### config.mk
export PLATFORM = sky130hd
export DESIGN_NAME = iso7816_3_card_responder_flat
export DESIGN_NICKNAME = d
export VERILOG_FILES = /design/src/rtl/iso7816_3_card_responder_if.sv /design/src/rtl/iso7816_3_card_responder.sv /design/src/flat_wrapper.sv
export SDC_FILE = /design/constraint.sdc
export NUM_CORES = 1
export LEC_CHECK = 0
export CAP_MARGIN = 0
export CORE_ASPECT_RATIO = 0.6
export CORE_MARGIN = 8
export CORE_UTILIZATION = 64
export DETAILED_ROUTE_END_ITERATION = 6
export PLACE_DENSITY_LB_ADDON = 0.08
export RECOVER_POWER = 25
export SLEW_MARGIN = 0
export SYNTH_ARGS = -nofsm -noshare
export SYNTH_HDL_FRONTEND = slang
export SYNTH_SLANG_ARGS = --single-unit
### constraint.sdc
create_clock -name clk -period 4.4 [get_ports clk]
set_clock_uncertainty 0.2 [all_clocks]
set_input_delay 1.32 -clock clk [delete_from_list [all_inputs] [get_ports clk]]
set_output_delay 1.32 -clock clk [all_outputs]
set_load 0.1 [all_outputs]
### src/rtl/iso7816_3_card_responder_if.sv
// Host-side byte handshake of the ISO 7816-3 card responder.
// master = host/bench side, slave = responder core.
interface iso7816_3_card_responder_if;
  logic [7:0] txData;
  logic       txValid;
  logic       txReady;
  logic       txError;
  logic [7:0] rxData;
  logic       rxValid;
  logic       rxParityError;

  modport master (
    output txData, txValid,
    input  txReady, txError, rxData, rxValid, rxParityError
  );

  modport slave (
    input  txData, txValid,
    output txReady, txError, rxData, rxValid, rxParityError
  );
endinterface

### src/rtl/iso7816_3_card_responder.sv
// Card-side T=0 character link: sends TS after reset release, then
// half-duplex byte tx/rx with parity, error signalling and retransmission.
// All protocol timing is counted in ticks of the synchronized isoClk.
module iso7816_3_card_responder #(
  parameter int CLK_PER_ETU  = 372,
  parameter int ATR_DELAY    = 400,
  parameter bit INDIRECT     = 1'b0,
  parameter int MAX_TX_TRIES = 4
) (
  input  logic clk,
  input  logic nReset,
  input  logic i_isoVdd,
  input  logic i_isoReset,
  input  logic i_isoClk,
  input  logic i_sioIn,
  output logic o_sioDriveLow,
  output logic o_cardActive,
  iso7816_3_card_responder_if.slave host
);

  localparam logic [15:0] L_ETU_M1 = 16'(CLK_PER_ETU - 1);
  localparam logic [15:0] L_HALF   = 16'(CLK_PER_ETU / 2);
  localparam logic [15:0] L_ATR_M1 = 16'(ATR_DELAY - 1);
  localparam logic [7:0]  L_MAXT   = 8'(MAX_TX_TRIES);
  localparam logic [7:0]  L_TS     = INDIRECT ? 8'h3F : 8'h3B;

  typedef enum logic [2:0] {S_OFF, S_RST, S_ATRW, S_IDLE, S_TX, S_RX} state_t;

  function automatic logic [7:0] f_rev(input logic [7:0] d);
    logic [7:0] r;
    for (int i = 0; i < 8; i++) r[i] = d[7-i];
    return r;
  endfunction

  // Line levels for bits 0..9 (1 = released/high); start bit always low.
  function automatic logic [9:0] f_enc(input logic [7:0] d);
    if (INDIRECT) return {~(^d), ~f_rev(d), 1'b0};
    else          return {^d, d, 1'b0};
  endfunction

  state_t      r_state, w_state_n;
  logic [1:0]  r_vdd_s, r_rst_s, r_io_s;
  logic [2:0]  r_clk_s;
  logic [15:0] r_atr, r_etu, w_etu_n;
  logic [3:0]  r_bit, w_bit_n;
  logic [9:0]  r_line;
  logic [8:0]  r_rxsh;
  logic [7:0]  r_tries, r_rxdata;
  logic        r_nak, r_perr, r_txerr, r_rxv, r_perr_p, r_drive;
  logic        w_vdd, w_rst, w_io, w_tick, w_edge, w_half;
  logic        w_load_ts, w_accept, w_restart, w_cnt_clr, w_cnt_run;
  logic        w_tx_smp, w_rx_smp, w_rx_end, w_err_set, w_err_clr;
  logic        w_txrdy, w_drive, w_rx_good;
  logic [7:0]  w_rx_byte;

  // Two-flop synchronizers; isoClk gets a third flop for rising-edge detect.
  always_ff @(posedge clk) begin
    if (!nReset) begin
      r_vdd_s <= '0;
      r_rst_s <= '0;
      r_io_s  <= 2'b11;
      r_clk_s <= '0;
    end else begin
      r_vdd_s <= {r_vdd_s[0], i_isoVdd};
      r_rst_s <= {r_rst_s[0], i_isoReset};
      r_io_s  <= {r_io_s[0], i_sioIn};
      r_clk_s <= {r_clk_s[1:0], i_isoClk};
    end
  end

  assign w_vdd   = r_vdd_s[1];
  assign w_rst   = r_rst_s[1];
  assign w_io    = r_io_s[1];
  assign w_tick  = r_clk_s[1] & ~r_clk_s[2];
  assign w_etu_n = (r_etu == L_ETU_M1) ? 16'd0 : r_etu + 16'd1;
  assign w_bit_n = (r_etu == L_ETU_M1) ? r_bit + 4'd1 : r_bit;
  // w_edge: tick that starts ETU w_bit_n; w_half: tick at mid-ETU of w_bit_n.
  assign w_edge  = w_tick && (r_etu == L_ETU_M1);
  assign w_half  = w_tick && (w_etu_n == L_HALF);

  assign w_rx_good = INDIRECT ? (^r_rxsh) : ~(^r_rxsh);
  assign w_rx_byte = INDIRECT ? ~f_rev(r_rxsh[7:0]) : r_rxsh[7:0];

  // State register.
  always_ff @(posedge clk) begin
    if (!nReset) r_state <= S_OFF;
    else         r_state <= w_state_n;
  end

  // Next state and per-cycle control strobes; abort overrides everything.
  always_comb begin
    w_state_n = r_state;
    w_load_ts = 1'b0;
    w_accept  = 1'b0;
    w_restart = 1'b0;
    w_cnt_clr = 1'b0;
    w_cnt_run = 1'b0;
    w_tx_smp  = 1'b0;
    w_rx_smp  = 1'b0;
    w_rx_end  = 1'b0;
    w_err_set = 1'b0;
    w_err_clr = 1'b0;
    w_txrdy   = 1'b0;
    w_drive   = 1'b0;
    case (r_state)
      S_OFF: begin
        w_err_clr = 1'b1;
        if (w_vdd) w_state_n = S_RST;
      end
      S_RST: begin
        w_err_clr = 1'b1;
        if (!w_vdd)     w_state_n = S_OFF;
        else if (w_rst) w_state_n = S_ATRW;
      end
      S_ATRW: begin
        if (w_tick && r_atr == L_ATR_M1) begin
          w_load_ts = 1'b1;
          w_state_n = S_TX;
        end
      end
      S_IDLE: begin
        w_txrdy = 1'b1;
        if (host.txValid) begin
          w_accept  = 1'b1;
          w_state_n = S_TX;
        end else if (w_tick && !w_io) begin
          w_cnt_clr = 1'b1;
          w_state_n = S_RX;
        end
      end
      S_TX: begin
        w_cnt_run = 1'b1;
        w_drive   = (r_bit < 4'd10) && !r_line[r_bit];
        if (w_half && w_bit_n == 4'd10) w_tx_smp = 1'b1;
        if (w_edge && w_bit_n == 4'd12 && !r_nak) w_state_n = S_IDLE;
        // Only reachable after a NAK, since a clean character ends at 12 ETU.
        if (w_edge && w_bit_n == 4'd13) begin
          if (r_tries < L_MAXT) w_restart = 1'b1;
          else begin
            w_err_set = 1'b1;
            w_state_n = S_IDLE;
          end
        end
      end
      S_RX: begin
        w_cnt_run = 1'b1;
        w_drive   = r_perr && ((r_bit == 4'd10 && r_etu >= L_HALF) ||
                               (r_bit == 4'd11 && r_etu <  L_HALF));
        if (w_half && w_bit_n == 4'd0 && w_io) w_state_n = S_IDLE;
        if (w_half && w_bit_n >= 4'd1 && w_bit_n <= 4'd9) w_rx_smp = 1'b1;
        if (w_edge && w_bit_n == 4'd10) w_rx_end = 1'b1;
        if (w_edge && w_bit_n == 4'd11 && !r_perr) w_state_n = S_IDLE;
        if (w_edge && w_bit_n == 4'd12) w_state_n = S_IDLE;
      end
      default: w_state_n = S_OFF;
    endcase
    if (r_state != S_OFF && r_state != S_RST && !(w_vdd && w_rst)) begin
      w_state_n = w_vdd ? S_RST : S_OFF;
      w_load_ts = 1'b0;
      w_accept  = 1'b0;
      w_restart = 1'b0;
      w_cnt_clr = 1'b0;
      w_tx_smp  = 1'b0;
      w_rx_smp  = 1'b0;
      w_rx_end  = 1'b0;
      w_err_set = 1'b0;
      w_err_clr = 1'b1;
      w_txrdy   = 1'b0;
      w_drive   = 1'b0;
    end
  end

  // Bit timing, character shift data, try count and host-facing flags.
  always_ff @(posedge clk) begin
    if (!nReset) begin
      r_atr    <= '0;
      r_etu    <= '0;
      r_bit    <= '0;
      r_line   <= '1;
      r_rxsh   <= '0;
      r_tries  <= '0;
      r_rxdata <= '0;
      r_nak    <= 1'b0;
      r_perr   <= 1'b0;
      r_txerr  <= 1'b0;
      r_rxv    <= 1'b0;
      r_perr_p <= 1'b0;
      r_drive  <= 1'b0;
    end else begin
      r_rxv    <= 1'b0;
      r_perr_p <= 1'b0;
      r_drive  <= w_drive;

      if (r_state != S_ATRW) r_atr <= '0;
      else if (w_tick)       r_atr <= r_atr + 16'd1;

      if (w_cnt_clr || w_load_ts || w_accept || w_restart) begin
        r_etu  <= '0;
        r_bit  <= '0;
        r_nak  <= 1'b0;
        r_perr <= 1'b0;
      end else if (w_cnt_run && w_tick) begin
        r_etu <= w_etu_n;
        r_bit <= w_bit_n;
      end

      if (w_load_ts) begin
        r_line  <= f_enc(L_TS);
        r_tries <= '0;
      end
      if (w_accept) begin
        r_line  <= f_enc(host.txData);
        r_tries <= '0;
      end
      if (w_tx_smp && !w_io) begin
        r_nak   <= 1'b1;
        r_tries <= r_tries + 8'd1;
      end

      if (w_err_clr)      r_txerr <= 1'b0;
      else if (w_err_set) r_txerr <= 1'b1;

      if (w_rx_smp) r_rxsh <= {w_io, r_rxsh[8:1]};
      if (w_rx_end) begin
        if (w_rx_good) begin
          r_rxdata <= w_rx_byte;
          r_rxv    <= 1'b1;
        end else begin
          r_perr   <= 1'b1;
          r_perr_p <= 1'b1;
        end
      end
    end
  end

  assign o_sioDriveLow      = r_drive;
  assign o_cardActive       = w_vdd & w_rst;
  assign host.txReady       = w_txrdy;
  assign host.txError       = r_txerr;
  assign host.rxData        = r_rxdata;
  assign host.rxValid       = r_rxv;
  assign host.rxParityError = r_perr_p;

endmodule

### src/flat_wrapper.sv
// flat-port wrapper written by rule: the top's interface ports become plain ports
module iso7816_3_card_responder_flat 
#(
  parameter int CLK_PER_ETU  = 372,
  parameter int ATR_DELAY    = 400,
  parameter bit INDIRECT     = 1'b0,
  parameter int MAX_TX_TRIES = 4
)
  (clk, nReset, i_isoVdd, i_isoReset, i_isoClk, i_sioIn, o_sioDriveLow, o_cardActive, host_txData, host_txValid, host_txReady, host_txError, host_rxData, host_rxValid, host_rxParityError);
  iso7816_3_card_responder_if host_i ();
  input  logic clk;
  input  logic nReset;
  input  logic i_isoVdd;
  input  logic i_isoReset;
  input  logic i_isoClk;
  input  logic i_sioIn;
  output logic o_sioDriveLow;
  output logic o_cardActive;
  input wire logic [$bits(host_i.txData)-1:0] host_txData;
  input wire logic [$bits(host_i.txValid)-1:0] host_txValid;
  output wire logic [$bits(host_i.txReady)-1:0] host_txReady;
  output wire logic [$bits(host_i.txError)-1:0] host_txError;
  output wire logic [$bits(host_i.rxData)-1:0] host_rxData;
  output wire logic [$bits(host_i.rxValid)-1:0] host_rxValid;
  output wire logic [$bits(host_i.rxParityError)-1:0] host_rxParityError;
  assign host_i.txData = host_txData;
  assign host_i.txValid = host_txValid;
  assign host_txReady = host_i.txReady;
  assign host_txError = host_i.txError;
  assign host_rxData = host_i.rxData;
  assign host_rxValid = host_i.rxValid;
  assign host_rxParityError = host_i.rxParityError;
  iso7816_3_card_responder #(.CLK_PER_ETU(CLK_PER_ETU), .ATR_DELAY(ATR_DELAY), .INDIRECT(INDIRECT), .MAX_TX_TRIES(MAX_TX_TRIES)) u_core (.clk(clk), .nReset(nReset), .i_isoVdd(i_isoVdd), .i_isoReset(i_isoReset), .i_isoClk(i_isoClk), .i_sioIn(i_sioIn), .o_sioDriveLow(o_sioDriveLow), .o_cardActive(o_cardActive), .host(host_i));
endmodule
==> metrics.log <==
INFO  metric run_status = complete, no violations
INFO  metric coreArea = 7120 um^2
INFO  metric port-buffer-count = 28
INFO  metric worstSkewPairLatency = 0.34 ns
INFO  metric p_leak = 1.97 nW
INFO  metric cts_root_buffer = clkbuf_16
INFO  metric synthesized_area_fraction_occupied_by_and_or_nand_nor_cells = 29.2%
INFO  metric cts_inserted_buffers = 9
INFO  metric yosys_register_bits = ~90
INFO  metric worst_path_arrival = 3.56 ns
INFO  metric worst-slew-pin-transition = 1.17 ns
INFO  metric netSwitchingPower = 0.000363 W
INFO  metric timing.hold.worst.class = reg -> reg
INFO  metric worst_setup_hold_path_clk_slew = 0.06 ns
INFO  metric synth_top_family_by_area = simple AND/OR/NAND/NOR gates
INFO  metric drive_above_1_share = 5.41%
INFO  metric num_antenna_cells = 0
INFO  metric hold_start = u_core.r_io_s[0]
INFO  metric yosys.area.top_type_share = about two fifths
INFO  metric globalRouteTotalUtil = 22.6%
INFO  metric grt_max_degree = 23
INFO  metric cp-start-kind = register
INFO  metric grt_antenna_before_repair = 0
INFO  metric clock_tree_from_tritoncts = built
INFO  metric mappedNetlistNets = about 570
INFO  metric power.sequential.fraction = between 40% and 50%
INFO  metric place.detailed.hpwl = 8030 um
INFO  metric rr_startpoint = u_core.r_etu[1]
INFO  metric dr.pass1.iters = 6
INFO  metric pwr_dens = 345 nW/um^2
INFO  metric holdPathStages = 1
INFO  metric min_period_over_period = between 70% and 80%
INFO  metric initial_utilization = approximately two thirds
INFO  metric routed_wl = between 10000 and 15000 um
INFO  metric wire_length_of_the_first_global_routing_pass = 18800 um
INFO  metric largest_fanout_on_the_critical_path = 17
INFO  metric floorplan.rows = 24
INFO  metric finalHoldViolations = 0
INFO  metric drt.antenna.violating_nets = 0
INFO  metric die_h = 81.9 um
INFO  metric area.growth.synth_to_final = 13.9%
INFO  metric critPathMaxStageDelay = 0.62 ns
INFO  metric cts_setup_buffers = 0
INFO  metric reg2regPathDepth = 8
INFO  metric floorplan.die_area = between 10000 and 15000 um^2
INFO  metric synth_area_leaders = dfxtp_1 (39%), nor2_1 (5.2%), nand2_1 (4.9%)
INFO  metric postCtsHoldBufs = 0
INFO  metric worstHoldEndpoint = u_core.r_io_s[1]
INFO  metric synth_compound_gate_area_share = 14.3%
INFO  metric layout_min_cycle_time = about 3.5 ns
INFO  metric p_comb_share = 3.6%
INFO  metric r2r_slack = 0.89 ns
INFO  metric drt_iter0_markers = 368
INFO  metric horiz_die_dim = about 130 um
INFO  metric synth_flop_cell = dfxtp_1
INFO  metric mux_share_of_post_synthesis_cell_area = 5.33%
INFO  metric critical_path_buf_inv_count = 0
INFO  metric yosys.area.top_type = dfxtp_1
INFO  metric grt_overflow_total = 0
INFO  metric cts_max_level = 3
INFO  metric share_clk_of_total_power = 51.3%
INFO  metric fin_nets = 588
INFO  metric setup_viol_count_final = 0
INFO  metric cts_sinks = a little under 90
INFO  metric synth_xor_area_share = 7.76%
INFO  metric yosysWarningCount = 0
INFO  metric crit_required = about 4.5 ns
INFO  metric critical-path-slowest-cell = or4_4
INFO  metric num_io_pins = 29
INFO  metric maxSlewViolCount = 0
INFO  metric finalNonFillerCells = 664
INFO  metric drt_drc_violations_left = 0
INFO  metric syn-mean-instance-area = 8.35 um^2
INFO  metric cell_by_cell_trace_of_the_critical_path = ha_1 > nor4bb_1 > nand4_2 > o211ai_1 > or4_4 > nor4_1 > nand4_1 > mux2i_1
INFO  metric wl_per_cell = 17.1 um
INFO  metric power.ir.vdd_worst = 0.364 mV
INFO  metric synth.cell_area = between 4000 and 5000 um^2
INFO  metric max_freq = 285 MHz
INFO  metric maxCapViolations = 0
INFO  metric rsz_0062_raised_after_global_routing = false
INFO  metric totalNegativeSetupSlack = 0 ns
INFO  metric critPathCaptureType = register
INFO  metric synth.lib_cells_used.distinct = 60
INFO  metric cts_buffer_depth = 2
INFO  metric crit_path_class = reg -> reg
INFO  metric p_int = 0.00145 W
INFO  metric gp_congestion = 0.972
INFO  metric worst_r2r_endpoint = u_core.r_rxsh[1]
INFO  metric switching_share = 20.0%
INFO  metric placed_cell_count = 648
INFO  metric async_set_or_reset_register_ratio_after_synthesis = 0%
INFO  metric count_of_mapped_cells_out_of_synthesis = 554
INFO  metric cts_resized = 0
INFO  metric timing.critical_path.max_delay_family = simple AND/OR/NAND/NOR gates
INFO  metric yosys.area_share.adder = 1.35%
INFO  metric slew_headroom = 22.1%
INFO  metric detail_route.vias_per_cell = 6.24
INFO  metric synth_seq_area_share = 38.5%
INFO  metric synth-edff-count = 0
INFO  metric vias_in_the_first_global_route = 3790
INFO  metric vias = 4145
## cells in the final DEF (no fill, tap or decap), types with 19 or more instances in the layout
cell	count
a21oi_1	34
clkdlybuf4s50_1	24
dfxtp_1	89
mux2i_1	19
nand2_1	62
nand3_1	19
nor2_1	64
o21ai_0	23
xnor2_1	21
xor2_1	20
## power groups by stage
stage	Clock, W	Sequential [W]	Combinational [W]
floorplan	0	0.000832	0.0000434
CTS	0.000945	0.000819	0.0000653
finish	0.000931	0.000819	0.0000651
detailed placement	0	0.000837	0.0000648
global route	0.000974	0.000820	0.0000693
global placement	0	0.000837	0.0000635
## worst register-to-register path, delay by kind of cell (launching register included)
family | cells | cell delay, ns
and+or+nand+nor | 5 | 1.92
DFF | 1 | 0.40
muxes | 1 | 0.37
adders and majority gates | 1 | 0.31
AOI/OAI and AO/OA | 1 | 0.22
## kinds of logic (layout without fill, tap and decap cells)
logic type	Yosys count	in the layout
flops	89	89
compound gates	100	100
fa+ha+maj	5	5
mux	22	22
xor+xnor	41	41
simple gates	258	258
buf+inv	39	58
## flip-flops by register name, indices dropped and copies added (netlist names), 2 cells and up
register	cells
u_core.r_rxsh	9
u_core.r_vdd_s	2
u_core.r_line	10
u_core.r_rst_s	2
u_core.r_etu	16
u_core.host.rxData	8
u_core.r_clk_s	3
u_core.r_atr	16
u_core.r_io_s	2
u_core.r_tries	8
u_core.r_bit	4
u_core.r_state	3
## layout make-up
class	count	area [um^2]
multi-input cells	426	2680
fillers	547	1850
well taps	91	114
repair buffers	31	287
inverters	11	41.3
clock inverters	7	141
flip-flops and latches	89	1780
clock buffers	9	225
## Yosys cell counts, types with 3 or more instances
master    number
nand2b_1      18
xnor2_1       21
o21a_1         3
inv_1         11
nand3b_1       3
ha_1           5
clkbuf_1      22
o22a_1         5
or4_1          4
a21o_1         6
nor3_1        11
a31oi_1        3
nand3_1       19
nor4_1        12
and2_1         9
a221o_1        4
dfxtp_1       89
or2_2          3
a21oi_1       34
a211oi_1       3
nand2_1       61
nor2_1        64
or3_1         11
and4_1         7
nand4_1       10
o21ai_0       23
xor2_1        20
mux2i_1       19
and3_1         7
buf_4          4
o211ai_1       4
o31a_1         3
## metrics by stage
stage	power (W)	util (%)	worst slack (ns)	instance area, um^2	hold slack, ns
2_1_floorplan	0.000875	-	1.55	4630	0.186
3_3_place_gp	0.000900	69.1	0.990	4910	0.203
3_5_place_dp	0.000902	69.1	0.947	4910	0.200
4_1_cts	0.00183	74.2	0.951	5280	0.227
5_1_grt	0.00186	74.0	0.491	5270	0.245
6_report	0.00182	74.0	0.887	5270	0.224
## metal layers
layer,wire [um],up-vias,track usage [%]
met2,4900,193,35.1
met1,5340,1938,30.6
met5,0,-,0
met3,988,21,5.70
met4,163,0,7.15
li1,-,1993,-
## worst max-delay path by stage
stage / start / slack, ns / to / depth (start not counted)
detailed placement: host_txValid / 0.95 / u_core.r_etu[2] / 7
global route: u_core.r_etu[1] / 0.49 / u_core.r_rxsh[1] / 8
global placement: nReset / 0.99 / u_core.r_etu[2] / 4
floorplan: u_core.r_state[1] / 1.55 / host_txReady / 3
CTS: u_core.r_etu[1] / 0.95 / u_core.r_rxsh[1] / 8
finish: u_core.r_etu[1] / 0.89 / u_core.r_rxsh[1] / 8
(Power assumes the default switching activity.)
